### config.mk
export PLATFORM = sky130hd
export DESIGN_NAME = fb_scanout_reader
export DESIGN_NICKNAME = d
export VERILOG_FILES = /design/src/rtl/fb_scanout_reader.sv
export SDC_FILE = /design/constraint.sdc
export NUM_CORES = 1
export LEC_CHECK = 0
export BUFFER_PORTS_ARGS = -buffer_cell sky130_fd_sc_hd__buf_2
export CAP_MARGIN = 5
export CORE_ASPECT_RATIO = 1.5
export CORE_MARGIN = 2
export CORE_UTILIZATION = 59
export CTS_BUF_LIST = sky130_fd_sc_hd__clkbuf_16
export DETAILED_ROUTE_END_ITERATION = 12
export PLACE_DENSITY_LB_ADDON = 0.12
export REMOVE_ABC_BUFFERS = 1
export SLEW_MARGIN = 15
export SYNTH_ARGS = -nofsm -noshare
export SYNTH_HDL_FRONTEND = slang
export SYNTH_SLANG_ARGS = --single-unit
### constraint.sdc
create_clock -name clk -period 4 [get_ports clk]
set_clock_uncertainty 0.2 [all_clocks]
set_input_delay 0.2 -clock clk [delete_from_list [all_inputs] [get_ports clk]]
set_output_delay 0.2 -clock clk [all_outputs]
set_load 0.02 [all_outputs]
### src/rtl/fb_scanout_reader.sv
// Frame buffer scanout: streams one 256x240 frame from the packed 72-bit URAM store
// as a valid/ready pixel stream, prefetching words through a credit-limited FIFO.
module fb_scanout_reader #(
    parameter int unsigned ADDR_WIDTH = 13,
    parameter int unsigned RD_LATENCY = 1,
    parameter int unsigned FIFO_DEPTH = 4
) (
    input  logic                  clk,
    input  logic                  reset,
    input  logic                  frame_start,
    output logic                  ram_rd,
    output logic [ADDR_WIDTH-1:0] ram_addr,
    input  logic [71:0]           ram_do,
    output logic                  pix_valid,
    input  logic                  pix_ready,
    output logic [5:0]            pix_color,
    output logic [7:0]            pix_x,
    output logic [7:0]            pix_y,
    output logic                  pix_sof,
    output logic                  pix_eol,
    output logic                  busy,
    output logic                  done
);
    localparam int unsigned FrameWords = 7680;
    localparam int unsigned PtrW       = $clog2(FIFO_DEPTH);
    localparam int unsigned CntW       = $clog2(FIFO_DEPTH + 1);
    localparam int unsigned CreditW    = CntW + 2;

    typedef enum logic [1:0] {StIdle, StFetch, StDrain} state_e;

    state_e                state_q, state_d;
    logic [ADDR_WIDTH-1:0] rd_cnt_q, rd_cnt_d;
    logic                  ram_rd_q, ram_rd_d;
    logic [ADDR_WIDTH-1:0] ram_addr_q, ram_addr_d;
    logic [RD_LATENCY-1:0] rd_pipe_q, rd_pipe_d;

    logic [71:0]           fifo_mem_q [FIFO_DEPTH];
    logic [PtrW-1:0]       wr_ptr_q, wr_ptr_d;
    logic [PtrW-1:0]       rd_ptr_q, rd_ptr_d;
    logic [CntW-1:0]       fifo_cnt_q, fifo_cnt_d;

    logic [71:0]           word_q, word_d;
    logic [2:0]            lane_q, lane_d;
    logic                  pix_valid_q, pix_valid_d;
    logic [5:0]            color_q, color_d;
    logic [7:0]            x_q, x_d;
    logic [7:0]            y_q, y_d;
    logic                  done_q, done_d;

    logic [CreditW-1:0]    credit_used;
    logic                  issue;
    logic                  last_issue;
    logic                  push;
    logic                  pop;
    logic                  hs;
    logic                  last_lane;
    logic                  frame_last;
    logic [2:0]            lane_inc;
    logic [71:0]           fifo_head;

    // Words already promised to the FIFO: stored, returning, or just issued.
    always_comb begin
        credit_used = CreditW'(fifo_cnt_q) + CreditW'(ram_rd_q);
        for (int i = 0; i < int'(RD_LATENCY); i++) begin
            credit_used = credit_used + CreditW'(rd_pipe_q[i]);
        end
    end

    always_ff @(posedge clk) begin
        if (reset) begin
            state_q <= StIdle;
        end else begin
            state_q <= state_d;
        end
    end

    always_comb begin
        state_d = state_q;
        unique case (state_q)
            StIdle:  if (frame_start && !done_q) state_d = StFetch;
            StFetch: if (last_issue) state_d = StDrain;
            StDrain: if (frame_last) state_d = StIdle;
            default: state_d = StIdle;
        endcase
    end

    always_comb begin
        issue = (state_q == StFetch) && (credit_used < CreditW'(FIFO_DEPTH));
        busy  = (state_q != StIdle);
    end

    always_comb begin
        rd_cnt_d   = rd_cnt_q;
        ram_rd_d   = issue;
        ram_addr_d = ram_addr_q;
        if (state_q == StIdle) begin
            rd_cnt_d = '0;
        end else if (issue) begin
            ram_addr_d = rd_cnt_q;
            rd_cnt_d   = rd_cnt_q + 1'b1;
        end
        last_issue = issue && (rd_cnt_q == ADDR_WIDTH'(FrameWords - 1));

        rd_pipe_d[0] = ram_rd_q;
        for (int i = 1; i < int'(RD_LATENCY); i++) begin
            rd_pipe_d[i] = rd_pipe_q[i-1];
        end
        push = rd_pipe_q[RD_LATENCY-1];
    end

    always_comb begin
        hs         = pix_valid_q && pix_ready;
        last_lane  = (lane_q == 3'd7);
        frame_last = hs && (x_q == 8'd255) && (y_q == 8'd239);
        fifo_head  = fifo_mem_q[rd_ptr_q];
        pop        = (fifo_cnt_q != '0) && (!pix_valid_q || (hs && last_lane));
        lane_inc   = lane_q + 3'd1;

        wr_ptr_d   = push ? wr_ptr_q + PtrW'(1) : wr_ptr_q;
        rd_ptr_d   = pop ? rd_ptr_q + PtrW'(1) : rd_ptr_q;
        case ({push, pop})
            2'b10:   fifo_cnt_d = fifo_cnt_q + CntW'(1);
            2'b01:   fifo_cnt_d = fifo_cnt_q - CntW'(1);
            default: fifo_cnt_d = fifo_cnt_q;
        endcase

        word_d      = word_q;
        lane_d      = lane_q;
        pix_valid_d = pix_valid_q;
        color_d     = color_q;
        if (hs && !last_lane) begin
            lane_d  = lane_inc;
            color_d = word_q[{lane_inc, 3'b000} +: 6];
        end
        if (pop) begin
            word_d      = fifo_head;
            lane_d      = 3'd0;
            color_d     = fifo_head[5:0];
            pix_valid_d = 1'b1;
        end else if (hs && last_lane) begin
            pix_valid_d = 1'b0;
        end

        x_d = x_q;
        y_d = y_q;
        if (hs) begin
            x_d = x_q + 8'd1;
            if (x_q == 8'd255) begin
                y_d = (y_q == 8'd239) ? 8'd0 : y_q + 8'd1;
            end
        end
        done_d = frame_last;
    end

    always_ff @(posedge clk) begin
        if (reset) begin
            rd_cnt_q    <= '0;
            ram_rd_q    <= 1'b0;
            ram_addr_q  <= '0;
            rd_pipe_q   <= '0;
            wr_ptr_q    <= '0;
            rd_ptr_q    <= '0;
            fifo_cnt_q  <= '0;
            word_q      <= '0;
            lane_q      <= '0;
            pix_valid_q <= 1'b0;
            color_q     <= '0;
            x_q         <= '0;
            y_q         <= '0;
            done_q      <= 1'b0;
        end else begin
            rd_cnt_q    <= rd_cnt_d;
            ram_rd_q    <= ram_rd_d;
            ram_addr_q  <= ram_addr_d;
            rd_pipe_q   <= rd_pipe_d;
            wr_ptr_q    <= wr_ptr_d;
            rd_ptr_q    <= rd_ptr_d;
            fifo_cnt_q  <= fifo_cnt_d;
            word_q      <= word_d;
            lane_q      <= lane_d;
            pix_valid_q <= pix_valid_d;
            color_q     <= color_d;
            x_q         <= x_d;
            y_q         <= y_d;
            done_q      <= done_d;
        end
    end

    // Storage needs no reset; emptiness is carried by the count.
    always_ff @(posedge clk) begin
        if (push) begin
            fifo_mem_q[wr_ptr_q] <= ram_do;
        end
    end

    assign ram_rd    = ram_rd_q;
    assign ram_addr  = ram_addr_q;
    assign pix_valid = pix_valid_q;
    assign pix_color = color_q;
    assign pix_x     = x_q;
    assign pix_y     = y_q;
    assign pix_sof   = pix_valid_q && (x_q == 8'd0) && (y_q == 8'd0);
    assign pix_eol   = pix_valid_q && (x_q == 8'd255);
    assign done      = done_q;

endmodule

==> results of run 1 <==
## per-stage QoR
step	hold slack, ns	utilization (%)	cells
floorplan	0.0691	-	786
global placement	0.209	63.5	1148
detailed placement	0.215	63.5	1148
CTS	0.0377	70.5	1250
global route	0.0808	70.5	1250
finish	0.0509	70.5	1250
## timing repair
action | 4_1_cts | 5_1_grt
hold endpoints to repair | 197 | 0
gates resized for setup | 0 | 0
hold buffers | 50 | 0
## cell usage after synthesis (all sizes together)
cell type and instances:
a31o 2, dfxtp 114, nand3b 1, or3 4
mux2i 3, xnor2 10, and3 1, o21ba 1
o21bai 1, and4 2, fa 1, a21bo 1
o311ai 1, ha 13, nor3 5, a21oi 78
xor2 7, a21o 2, mux4 60, a21boi 1
o21ai 9, buf 10, or4 9, nor4b 1
nand2 139, edfxtp 192, nand4 7, o41ai 1
or2 2, inv 23, or4b 2, and2 5
nor2 34, nand2b 4, nor4 6, a211oi 7
o31ai 13, or3b 1, nand3 15, o211ai 1
nor2b 7, clkbuf 28
## cell families after synthesis
group                      Yosys count  synth area share, %
adders and majority gates           14                 1.55
xor gates and xnor gates            17                 1.26
AOI/OAI and AO/OA                  118                 5.82
and+or+nand+nor                    245                 9.38
muxes                               63                 11.7
buffers and inverters               61                 2.08
DFF                                306                 68.2
## cell usage in the layout (no fill, tap or decap), types with 30 or more instances in the layout
cell / synthesis / routed
edfxtp_1: 192 / 192
nand2_1: 139 / 139
dfxtp_1: 114 / 112
buf_2: 7 / 92
a21oi_1: 77 / 77
mux4_2: 60 / 60
dlygate4sd3_1: 0 / 50
nor2_1: 34 / 34
inv_1: 22 / 30
clkbuf_16: 0 / 30
## routing by layer
layer | up-vias | routed length (um)
met1 | 3562 | 9240
li1 | 3371 | -
met4 | 0 | 587
met2 | 175 | 13000
met3 | 42 | 983
met5 | - | 0
## flip-flops by register name, summed over array words and instances, names as in the netlist, 2 cells and up, named ones only
register / count
fifo_cnt_q: 3
fifo_mem_q: 192
lane_q: 3
pix_color: 6
pix_x: 8
pix_y: 8
ram_addr: 13
rd_cnt_q: 13
rd_ptr_q: 2
state_q: 2
word_q: 48
wr_ptr_q: 2
## path summary, 6_finish.rpt
path                  end  slack [ns]
min reg2reg   ram_addr[2]        0.25
min           rd_ptr_q[0]        0.05
max          pix_color[4]        1.34
max reg2reg  pix_color[4]        1.34
## power by group through the flow
stage               Combinational (uW)  Clock (uW)  Sequential, uW
floorplan                         1160           0            3990
global route                      1860        2680            4010
global placement                  1600           0            4010
detailed placement                1650           0            4030
finish                            1690        2510            3960
CTS                               1710        2560            3970
## cell type report
cell class | count | area share [%]
timing repair buffer | 152 | 7.46
multi-input combinational | 457 | 25.3
clock inverter | 22 | 0.910
tap | 260 | 2.34
inverter | 23 | 0.622
sequential | 306 | 58.0
clock buffer | 30 | 5.40
==> summary.txt, run 1 <==
Hold path
  – Hold path depth: 2
  – Worst Hold Launch: reset
  – Worst min path class: in2reg

Power and ir drop
  – Sw Pwr: 2340 uW
  – Clock power share: 30.8%
  – Combinational share of power: 20.8%
  – Flop pwr share: 48.5%
  – Worst vdd ir: 0.000434 V
  – Pwr Total: 8160 uW
  – Switching share of power: 28.6%
  – P_leak: 0.00478 uW
  – PD cells: 588 mW/mm^2
  – Power Internal: 5830 uW

STA
  – Final Hold Violating Endpoints: 0
  – Worst-Margin Slew: 1.04 ns
  – RSZ-0062 raised after global routing: no
  – Worst slew margin: 30.9%
  – Fin crit share: 66.5%
  – Post-layout worst setup margin: 1.34 ns
  – Setup Total Neg Slack: 0 ns
  – Endpoints failing setup: 0
  – Final Max Slew Viols: 0
  – FMAX: 376 MHz
  – Clock period minus worst slack: 2.66 ns

Critical path
  – Crit path kind: reg2reg
  – Reg-to-Reg Start: lane_q[0]
  – Critical Path AT: 2.86 ns
  – Critical path's top delay family: adder cells
  – CP max FO: 13
  – Max incr delay on CP: 0.87 ns
  – Worst setup EP type: register
  – Crit-path cells: ha_1, mux4_2, nor2b_1, a211oi_1, o31ai_1
  – R2R depth: 5
  – Req. time, crit path: 4.20 ns
  – CP max-delay cell: ha_1
  – Setup crit start: lane_q[0]
  – Startpoint Class: register
  – Buffers & Inverters on Critical Path: 0
  – Crit path depth: 5

Cells and area
  – Final layout net count: 1058
  – Multi-input gate area: 0.00351 sq mm
  – Diodes inserted: 0
  – Sequential cell area: 0.00805 sq mm
  – Post-route cell area: 0.0139 sq mm
  – Syn-to-layout area delta: 17.7%
  – FILL cells: 1352
  – Layout cells sized above 1: 21.8%

Yosys
  – Synth area leader: edfxtp_1
  – Post-synthesis area per instance: 14.3 sq um
  – Yosys warns: 0
  – Post-Syn Instances: 824
  – Register area share after synthesis: 68.2%
  – Cell Area, Synth: 0.0118 sq mm
  – Yosys reg bits: 306
  – Synth cell types: 47
  – Yosys top cell area share: 48.9%
  – Dominant cells by area after synthesis: edfxtp_1 (49%), dfxtp_1 (19%), mux4_2 (11%)

Floorplan
  – Die width: 119 um
  – Die Y: 177 um
  – Core area: 0.0197 sq mm
  – DIE AREA: 0.0212 sq mm
  – Initial Util: 59.9%
  – Top-level I/O count: 117
  – Row count: 63

Route
  – DR iter-0 viols: 395
  – Antenna-violating nets left: 0
  – Via count: 7150
  – Vias per cell: 5.72
  – Initial DRT Pass Iterations: 5
  – Post-Route WL: 23800 um
  – Remaining DRCs: 0
  – Wirelength per Cell: 19.0 um

Global routing
  – Gr usage total: 23.0%
  – Gr ovfl total: 0
  – Global-route met1 utilization: 27.5%
  – Largest net degree at the start of global routing: 49
  – Met2 Track Usage GR: 43.1%
  – Global-route wire length before repair: 38400 um
  – Met3 Use GR: 2.87%
  – GRT busiest layer: met2
  – Antenna violations before repair: 0
  – Vias in the first global route: 7495

Clocking
  – Clock Sinks: 306
  – CTS tree: built
  – Clock slew at reported path FFs: 0.07 ns
  – Worst-skew pair later-pin latency: 0.53 ns
  – Clk root buf: clkbuf_16
  – Post-CTS Setup Inserts: 0
  – Total CTS buffers: 28
  – H-tree Lvls: 1
  – Clock Tree Buf Depth: 3

Placement
  – PortBufs: 92
  – Post-place setup slack: 1.34 ns
  – Placer Congestion: 0.879
  – Placed wire-length estimate: 14500 um
  – DP Area: 0.0125 sq mm

Flow run
  – Max Cap Viol: 0

Outcome
  – Status: completed
Note: power is estimated with default switching activity, not from simulation.
==> run 2: changes to the inputs <==
==> constraint.sdc (replaced) <==
create_clock -name clk -period 2.5 [get_ports clk]
set_clock_uncertainty 0.2 [all_clocks]
set_input_delay 0.125 -clock clk [delete_from_list [all_inputs] [get_ports clk]]
set_output_delay 0.125 -clock clk [all_outputs]
set_load 0.02 [all_outputs]
==> run 2 against run 1 <==
Compared with the run above:
- clock power grew 69%
- count of clock-buffer cells in the layout shrank 1
- final cell count is 1.3% higher
- critical path type unchanged
- highest routed layer unchanged
==> summary.txt, run 2 (same netlist as run 1, synthesis figures left out) <==
Placement
  – Placer Congestion: 0.883 (was 0.879)
  – PortBufs: 92 (unchanged)
  – Placed wire-length estimate: 14000 um (was 14500 um)

STA
  – Clock period minus worst slack: 2.35 ns (was 2.66 ns)
  – Endpoints failing setup: 0 (unchanged)
  – FMAX: 425 MHz (was 376 MHz)
  – Worst-Margin Slew: 0.943 ns (was 1.04 ns)
  – Final Hold Violating Endpoints: 0 (unchanged)
  – Final Max Slew Viols: 0 (unchanged)
  – RSZ-0062 raised after global routing: no (unchanged)
  – Hold_ws: 0.141 ns (was 0.0509 ns)
  – Worst slew margin: 36.6% (was 30.9%)
  – Fin crit share: 94.1% (was 66.5%)

Clocking
  – H-tree Lvls: 1 (unchanged)
  – Clock slew at reported path FFs: 0.07 ns (about the same)
  – Clock Sinks: 306 (unchanged)
  – Clk root buf: clkbuf_16 (unchanged)
  – Worst-skew pair later-pin latency: 0.53 ns (about the same)
  – CTS tree: built (unchanged)
  – Post-CTS Setup Inserts: 0 (unchanged)
  – Clock Tree Buf Depth: 3 (unchanged)
  – Total CTS buffers: 28 (unchanged)

Floorplan
  – Top-level I/O count: 117 (unchanged)
  – Core area: 0.0197 sq mm (unchanged)
  – DIE AREA: 0.0212 sq mm (unchanged)
  – Die width: 119 um (unchanged)
  – Initial Util: 59.9% (unchanged)
  – Row count: 63 (unchanged)
  – Die Y: 177 um (unchanged)

Route
  – Vias per cell: 5.74 (was 5.72)
  – Remaining DRCs: 0 (unchanged)
  – Antenna-violating nets left: 0 (unchanged)
  – Initial DRT Pass Iterations: 6 (was 5)
  – Wirelength per Cell: 18.5 um (was 19.0 um)
  – Post-Route WL: 23500 um (was 23800 um)
  – DR iter-0 viols: 388 (was 395)
  – Via count: 7263 (was 7150)

Cells and area
  – Max reg flops: 192 (unchanged)
  – Most frequent cells in the layout: edfxtp_1 (192), nand2_1 (139), dfxtp_1 (110) (was edfxtp_1 (192), nand2_1 (139), dfxtp_1 (112))
  – FILL cells: 1333 (was 1352)
  – Syn-to-layout area delta: 20.1% (was 17.7%)
  – Final layout net count: 1075 (was 1058)
  – Layout cells sized above 1: 23.7% (was 21.8%)
  – Top reg by flops: fifo_mem_q (unchanged)
  – Most common cell after layout, fill and taps aside: edfxtp_1 (unchanged)
  – Top flop regs: fifo_mem_q (192), word_q (48) (unchanged)
  – Diodes inserted: 0 (unchanged)

Critical path
  – Startpoint Class: register (unchanged)
  – Req. time, crit path: 2.76 ns (was 4.20 ns)
  – Critical Path AT: 2.62 ns (was 2.86 ns)
  – Max incr delay on CP: 0.34 ns (was 0.87 ns)
  – Reg-to-Reg Start: lane_q[1] (was lane_q[0])
  – Crit path kind: reg2reg (unchanged)
  – Critical R2R Capture: fifo_cnt_q[2] (was pix_color[4])
  – R2R depth: 11 (was 5)
  – Crit-path cells: ha_1, ha_2, a21bo_2, nand2_1, inv_2, ha_4, inv_1, fa_2, xor2_1, or3_1, a21oi_1 (was ha_1, mux4_2, nor2b_1, a211oi_1, o31ai_1)
  – Worst setup EP type: register (unchanged)
  – CP max FO: 4 (was 13)
  – Buffers & Inverters on Critical Path: 2 (was 0)
  – CP max-delay cell: fa_2 (was ha_1)
  – Setup slack, reg-to-reg: 0.15 ns (was 1.34 ns)
  – Critical path's top delay family: adder cells (unchanged)

Power and ir drop
  – Worst vdd ir: 0.000535 V (was 0.000434 V)
  – Pwr Total: 13400 uW (was 8160 uW)
  – P_leak: 0.00488 uW (was 0.00478 uW)
  – PD cells: 949 mW/mm^2 (was 588 mW/mm^2)

Hold path
  – Hold path depth: 2 (unchanged)
  – Worst Hold Launch: ram_do[24] (was reset)
  – Hold endpoint: fifo_mem_q[2][24] (was rd_ptr_q[0])
  – Worst min path class: in2reg (unchanged)

Global routing
  – Global-route wire length before repair: 37700 um (was 38400 um)
  – Vias in the first global route: 7506 (was 7495)
  – Gr usage total: 22.6% (was 23.0%)
  – Gr ovfl total: 0 (unchanged)
  – Largest net degree at the start of global routing: 49 (unchanged)
  – Antenna violations before repair: 0 (unchanged)

Flow run
  – Max Cap Viol: 0 (unchanged)

Outcome
  – Status: completed (unchanged)
run 2: changes by cell type in the layout (fill, tap and decap cells not counted), moves of 3 or more:
cell       previous run  this run
clkinv_2              5         2
buf_4                10        20
bufinv_16             1         4
buf_12                0         6
run 2: metal layers:
metal,wire (um),GRT usage (%),share of wire [%]
met2,12700,41.9,54
met5,0,0,0
met3,1110,3.38,4.7
met1,9090,27.1,39
met4,541,6.96,2.3
run 2: final cells by class:
type                            instances  area [sq um]  share of cell area [%]
Sequential cell                       306          8060                    56.9
Timing Repair Buffer                  169          1240                    8.76
Inverter                               23          86.3                   0.609
Clock inverter                         22           203                    1.43
Clock buffer                           29           726                    5.12
Multi-Input combinational cell        457          3530                    24.9
Tap cell                              260           325                    2.30
run 2: per-stage QoR:
stage	TNS, ns	utilization, %	worst slack [ns]	instances	instance area (sq um)
floorplan	-41.91	-	-1.33	786	11600
CTS	0	71.8	0.0167	1266	14100
detailed placement	0	64.5	0.0359	1164	12700
global placement	0	64.5	0.121	1164	12700
global route	0	71.9	0.00757	1266	14200
finish	0	71.9	0.148	1266	14200
run 2: worst max path at each step:
stage	depth (start not counted)	slack, ns	end	startpoint
floorplan	11	-1.33	fifo_cnt_q[2]	lane_q[0]
global placement	11	0.12	fifo_cnt_q[2]	lane_q[0]
detailed placement	11	0.04	fifo_cnt_q[2]	lane_q[1]
CTS	11	0.02	fifo_cnt_q[2]	lane_q[1]
global route	11	0.008	fifo_cnt_q[2]	lane_q[0]
finish	11	0.15	fifo_cnt_q[2]	lane_q[1]
run 2: worst reg2reg max path, stage by stage (launching register included):
cell and delay (ns):
dfxtp_2 0.33, ha_1 0.14, ha_2 0.19, a21bo_2 0.15, nand2_1 0.07, inv_2 0.08, ha_4 0.14, inv_1 0.05
fa_2 0.34, xor2_1 0.16, or3_1 0.31, a21oi_1 0.12
run 2: timing repair:
action,in CTS,in global routing
hold buffers,51,0
setup endpoints to repair,0,1
resized for setup,0,6
hold endpoints to repair,255,0
run 2: power by group:
| part | internal (uW) | switching, uW |
|---|---|---|
| clock | 2500 | 1740 |
| combinational | 1370 | 1740 |
| sequential | 5830 | 268 |
==> run 3: changes to the inputs <==
--- a/config.mk
+++ b/config.mk
@@ -9,12 +9,12 @@
 export CAP_MARGIN = 5
 export CORE_ASPECT_RATIO = 1.5
 export CORE_MARGIN = 2
-export CORE_UTILIZATION = 59
-export CTS_BUF_LIST = sky130_fd_sc_hd__clkbuf_16
+export CORE_UTILIZATION = 61
+export CTS_BUF_LIST = sky130_fd_sc_hd__clkbuf_4
 export DETAILED_ROUTE_END_ITERATION = 12
 export PLACE_DENSITY_LB_ADDON = 0.12
 export REMOVE_ABC_BUFFERS = 1
-export SLEW_MARGIN = 15
+export SLEW_MARGIN = 0
 export SYNTH_ARGS = -nofsm -noshare
 export SYNTH_HDL_FRONTEND = slang
 export SYNTH_SLANG_ARGS = --single-unit
==> constraint.sdc (replaced) <==
create_clock -name clk -period 2.5 [get_ports clk]
set_clock_uncertainty 0.2 [all_clocks]
set_input_delay 0.125 -clock clk [delete_from_list [all_inputs] [get_ports clk]]
set_output_delay 0.125 -clock clk [all_outputs]
set_load 0.1 [all_outputs]
==> run 3 against run 2 <==
Compared with the run above:
- setup slack lost 0.067 ns
- sequential share of layout area down 1.8 points
- combinational power increased by 14%
- first-iteration DRC count increased by 39%
- sequential power up 1%
- power is 3.2% higher
- critical path depth did not move
- global-route usage is 3.3 points higher
- flip-flop and latch count is the same
- count of clock-buffer cells in the layout increased by 77
- via count grew 5.9%
- final cell count up 8.5%
- largest cell class unchanged
- largest power group unchanged
==> summary.txt, run 3 (same netlist as run 1, synthesis figures left out) <==
Cells and area
  – Final layout net count: 1155 (was 1075)
  – Post-route cell area: 0.0146 sq mm (was 0.0142 sq mm)
  – Layout Cells excl Fill: 1374 (was 1266)
  – Layout cells sized above 1: 27.8% (was 23.7%)
  – Most common cell after layout, fill and taps aside: edfxtp_1 (unchanged)
  – Max reg flops: 192 (unchanged)
  – Most frequent cells in the layout: edfxtp_1 (192), nand2_1 (139), dfxtp_1 (110) (unchanged)
  – Top reg by flops: fifo_mem_q (unchanged)
  – Syn-to-layout area delta: 24.1% (was 20.1%)
  – Top flop regs: fifo_mem_q (192), word_q (48) (unchanged)

Route
  – Wirelength per Cell: 18.6 um (was 18.5 um)
  – Initial DRT Pass Iterations: 5 (was 6)
  – Vias per cell: 5.60 (was 5.74)
  – Post-Route WL: 25600 um (was 23500 um)
  – Remaining DRCs: 0 (unchanged)
  – Antenna-violating nets left: 0 (unchanged)
  – Via count: 7692 (was 7263)
  – DR iter-0 viols: 541 (was 388)

Placement
  – Placer Congestion: 0.865 (was 0.883)
  – Dpl cells: 1159 (was 1164)
  – Placed wire-length estimate: 15300 um (was 14000 um)
  – PortBufs: 92 (unchanged)
  – DP Area: 0.0128 sq mm (was 0.0127 sq mm)

Global routing
  – Gr ovfl total: 0 (unchanged)
  – Gr usage total: 25.9% (was 22.6%)
  – Vias in the first global route: 8273 (was 7506)
  – Antenna violations before repair: 1 (was 0)
  – Global-route wire length before repair: 41100 um (was 37700 um)
  – Largest net degree at the start of global routing: 50 (was 49)

STA
  – Final Hold Violating Endpoints: 0 (unchanged)
  – Worst slew margin: 45.2% (was 36.6%)
  – Setup Total Neg Slack: 0 ns (unchanged)
  – FMAX: 413 MHz (was 425 MHz)
  – Hold_ws: 0.0185 ns (was 0.141 ns)
  – Worst-Margin Slew: 0.816 ns (was 0.943 ns)
  – Final Max Slew Viols: 0 (unchanged)
  – Fin crit share: 96.8% (was 94.1%)
  – Clock period minus worst slack: 2.42 ns (was 2.35 ns)
  – Endpoints failing setup: 0 (unchanged)

Clocking
  – Total CTS buffers: 70 (was 28)
  – Clock slew at reported path FFs: 0.08 ns (was 0.07 ns)
  – Worst-skew pair later-pin latency: 0.73 ns (was 0.53 ns)
  – CTS tree: built (unchanged)
  – Clock Tree Buf Depth: 3 (unchanged)
  – Clk root buf: clkbuf_4 (was clkbuf_16)
  – H-tree Lvls: 3 (was 1)
  – Clock Sinks: 306 (unchanged)

Floorplan
  – DIE AREA: 0.0205 sq mm (was 0.0212 sq mm)
  – Top-level I/O count: 117 (unchanged)
  – Die Y: 174 um (was 177 um)
  – Die width: 118 um (was 119 um)
  – Row count: 62 (was 63)
  – Core area: 0.0191 sq mm (was 0.0197 sq mm)
  – Initial Util: 61.8% (was 59.9%)

Critical path
  – Req. time, crit path: 2.88 ns (was 2.76 ns)
  – Startpoint Class: register (unchanged)
  – CP max FO: 4 (unchanged)
  – Worst setup EP type: register (unchanged)
  – Critical Path AT: 2.80 ns (was 2.62 ns)
  – Crit path kind: reg2reg (unchanged)

Power and ir drop
  – Worst vdd ir: 0.000757 V (was 0.000535 V)
  – PD cells: 948 mW/mm^2 (was 949 mW/mm^2)
  – P_leak: 0.00515 uW (was 0.00488 uW)

Outcome
  – Status: completed (unchanged)

Hold path
  – Worst min path class: in2reg (unchanged)

Flow run
  – Max Cap Viol: 0 (unchanged)
run 3: cell count changes in the layout (fill, tap and decap cells not counted), moves of 3 or more:
cell,previous run,this run
inv_1,29,22
clkbuf_16,29,0
clkbuf_4,0,107
dlygate4sd3_1,51,90
buf_12,6,11
clkinv_1,5,13
buf_4,20,15
clkinvlp_4,3,0
run 3: worst paths after layout:
path | cells past startpoint | from | slack, ns | end
max | 11 | lane_q[1] | 0.08 | fifo_cnt_q[2]
min | 2 | ram_do[20] | 0.02 | fifo_mem_q[1][20]
max reg2reg | 11 | lane_q[1] | 0.08 | fifo_cnt_q[2]
min reg2reg | 2 | ram_addr[10] | 0.25 | ram_addr[10]
run 3: power by group:
| part | total, uW | leakage, uW | switching (uW) | internal (uW) |
|---|---|---|---|---|
| Combinational | 3550 | 0.00193 | 2120 | 1420 |
| Clock | 4160 | 0.000559 | 1910 | 2250 |
| Sequential | 6170 | 0.00266 | 348 | 5820 |
run 3: what timing repair did:
item	4_1_cts	5_1_grt
setup buffers	0	0
resized for setup	3	9
endpoints found under the setup margin	7	3
pin swaps	0	2
endpoints found under the hold margin	284	0
hold buffers	90	0
run 3: cell type report:
type,instances,area (sq um)
Fill cell,1230,4440
Antenna cell,1,2.50
Clock buffer,106,796
Multi-Input combinational cell,457,3540
Clock inverter,18,146
Timing Repair Buffer,207,1690
Inverter,23,86.3
Tap cell,256,320
Sequential cell,306,8060
run 3: metal layers:
metal	track usage (%)	vias up	part of all wire, %
met5	0	-	0
met4	13.0	0	3.5
met3	5.18	64	5.1
met2	47.7	224	54
met1	28.4	3795	38
li1	-	3609	-
run 3: per-stage QoR:
step / total power (uW) / utilization [%] / setup WS [ns]
final: 13900 / 76.7 / 0.0809
after global routing: 14600 / 76.7 / -0.00420
after CTS: 13900 / 76.5 / 0.00443
after detailed placement: 9700 / 66.9 / -0.0215
after global placement: 9570 / 66.9 / 0.127
after floorplan: 8640 / - / -1.36
run 3: critical path, cell delays in order, from the launching register on:
cell and delay (ns):
dfxtp_2 0.34, ha_2 0.19, ha_4 0.15, a21bo_4 0.13
nand2_1 0.07, inv_2 0.06, ha_2 0.18, inv_1 0.06
fa_2 0.34, xor2_1 0.16, or3_1 0.31, a21oi_1 0.14
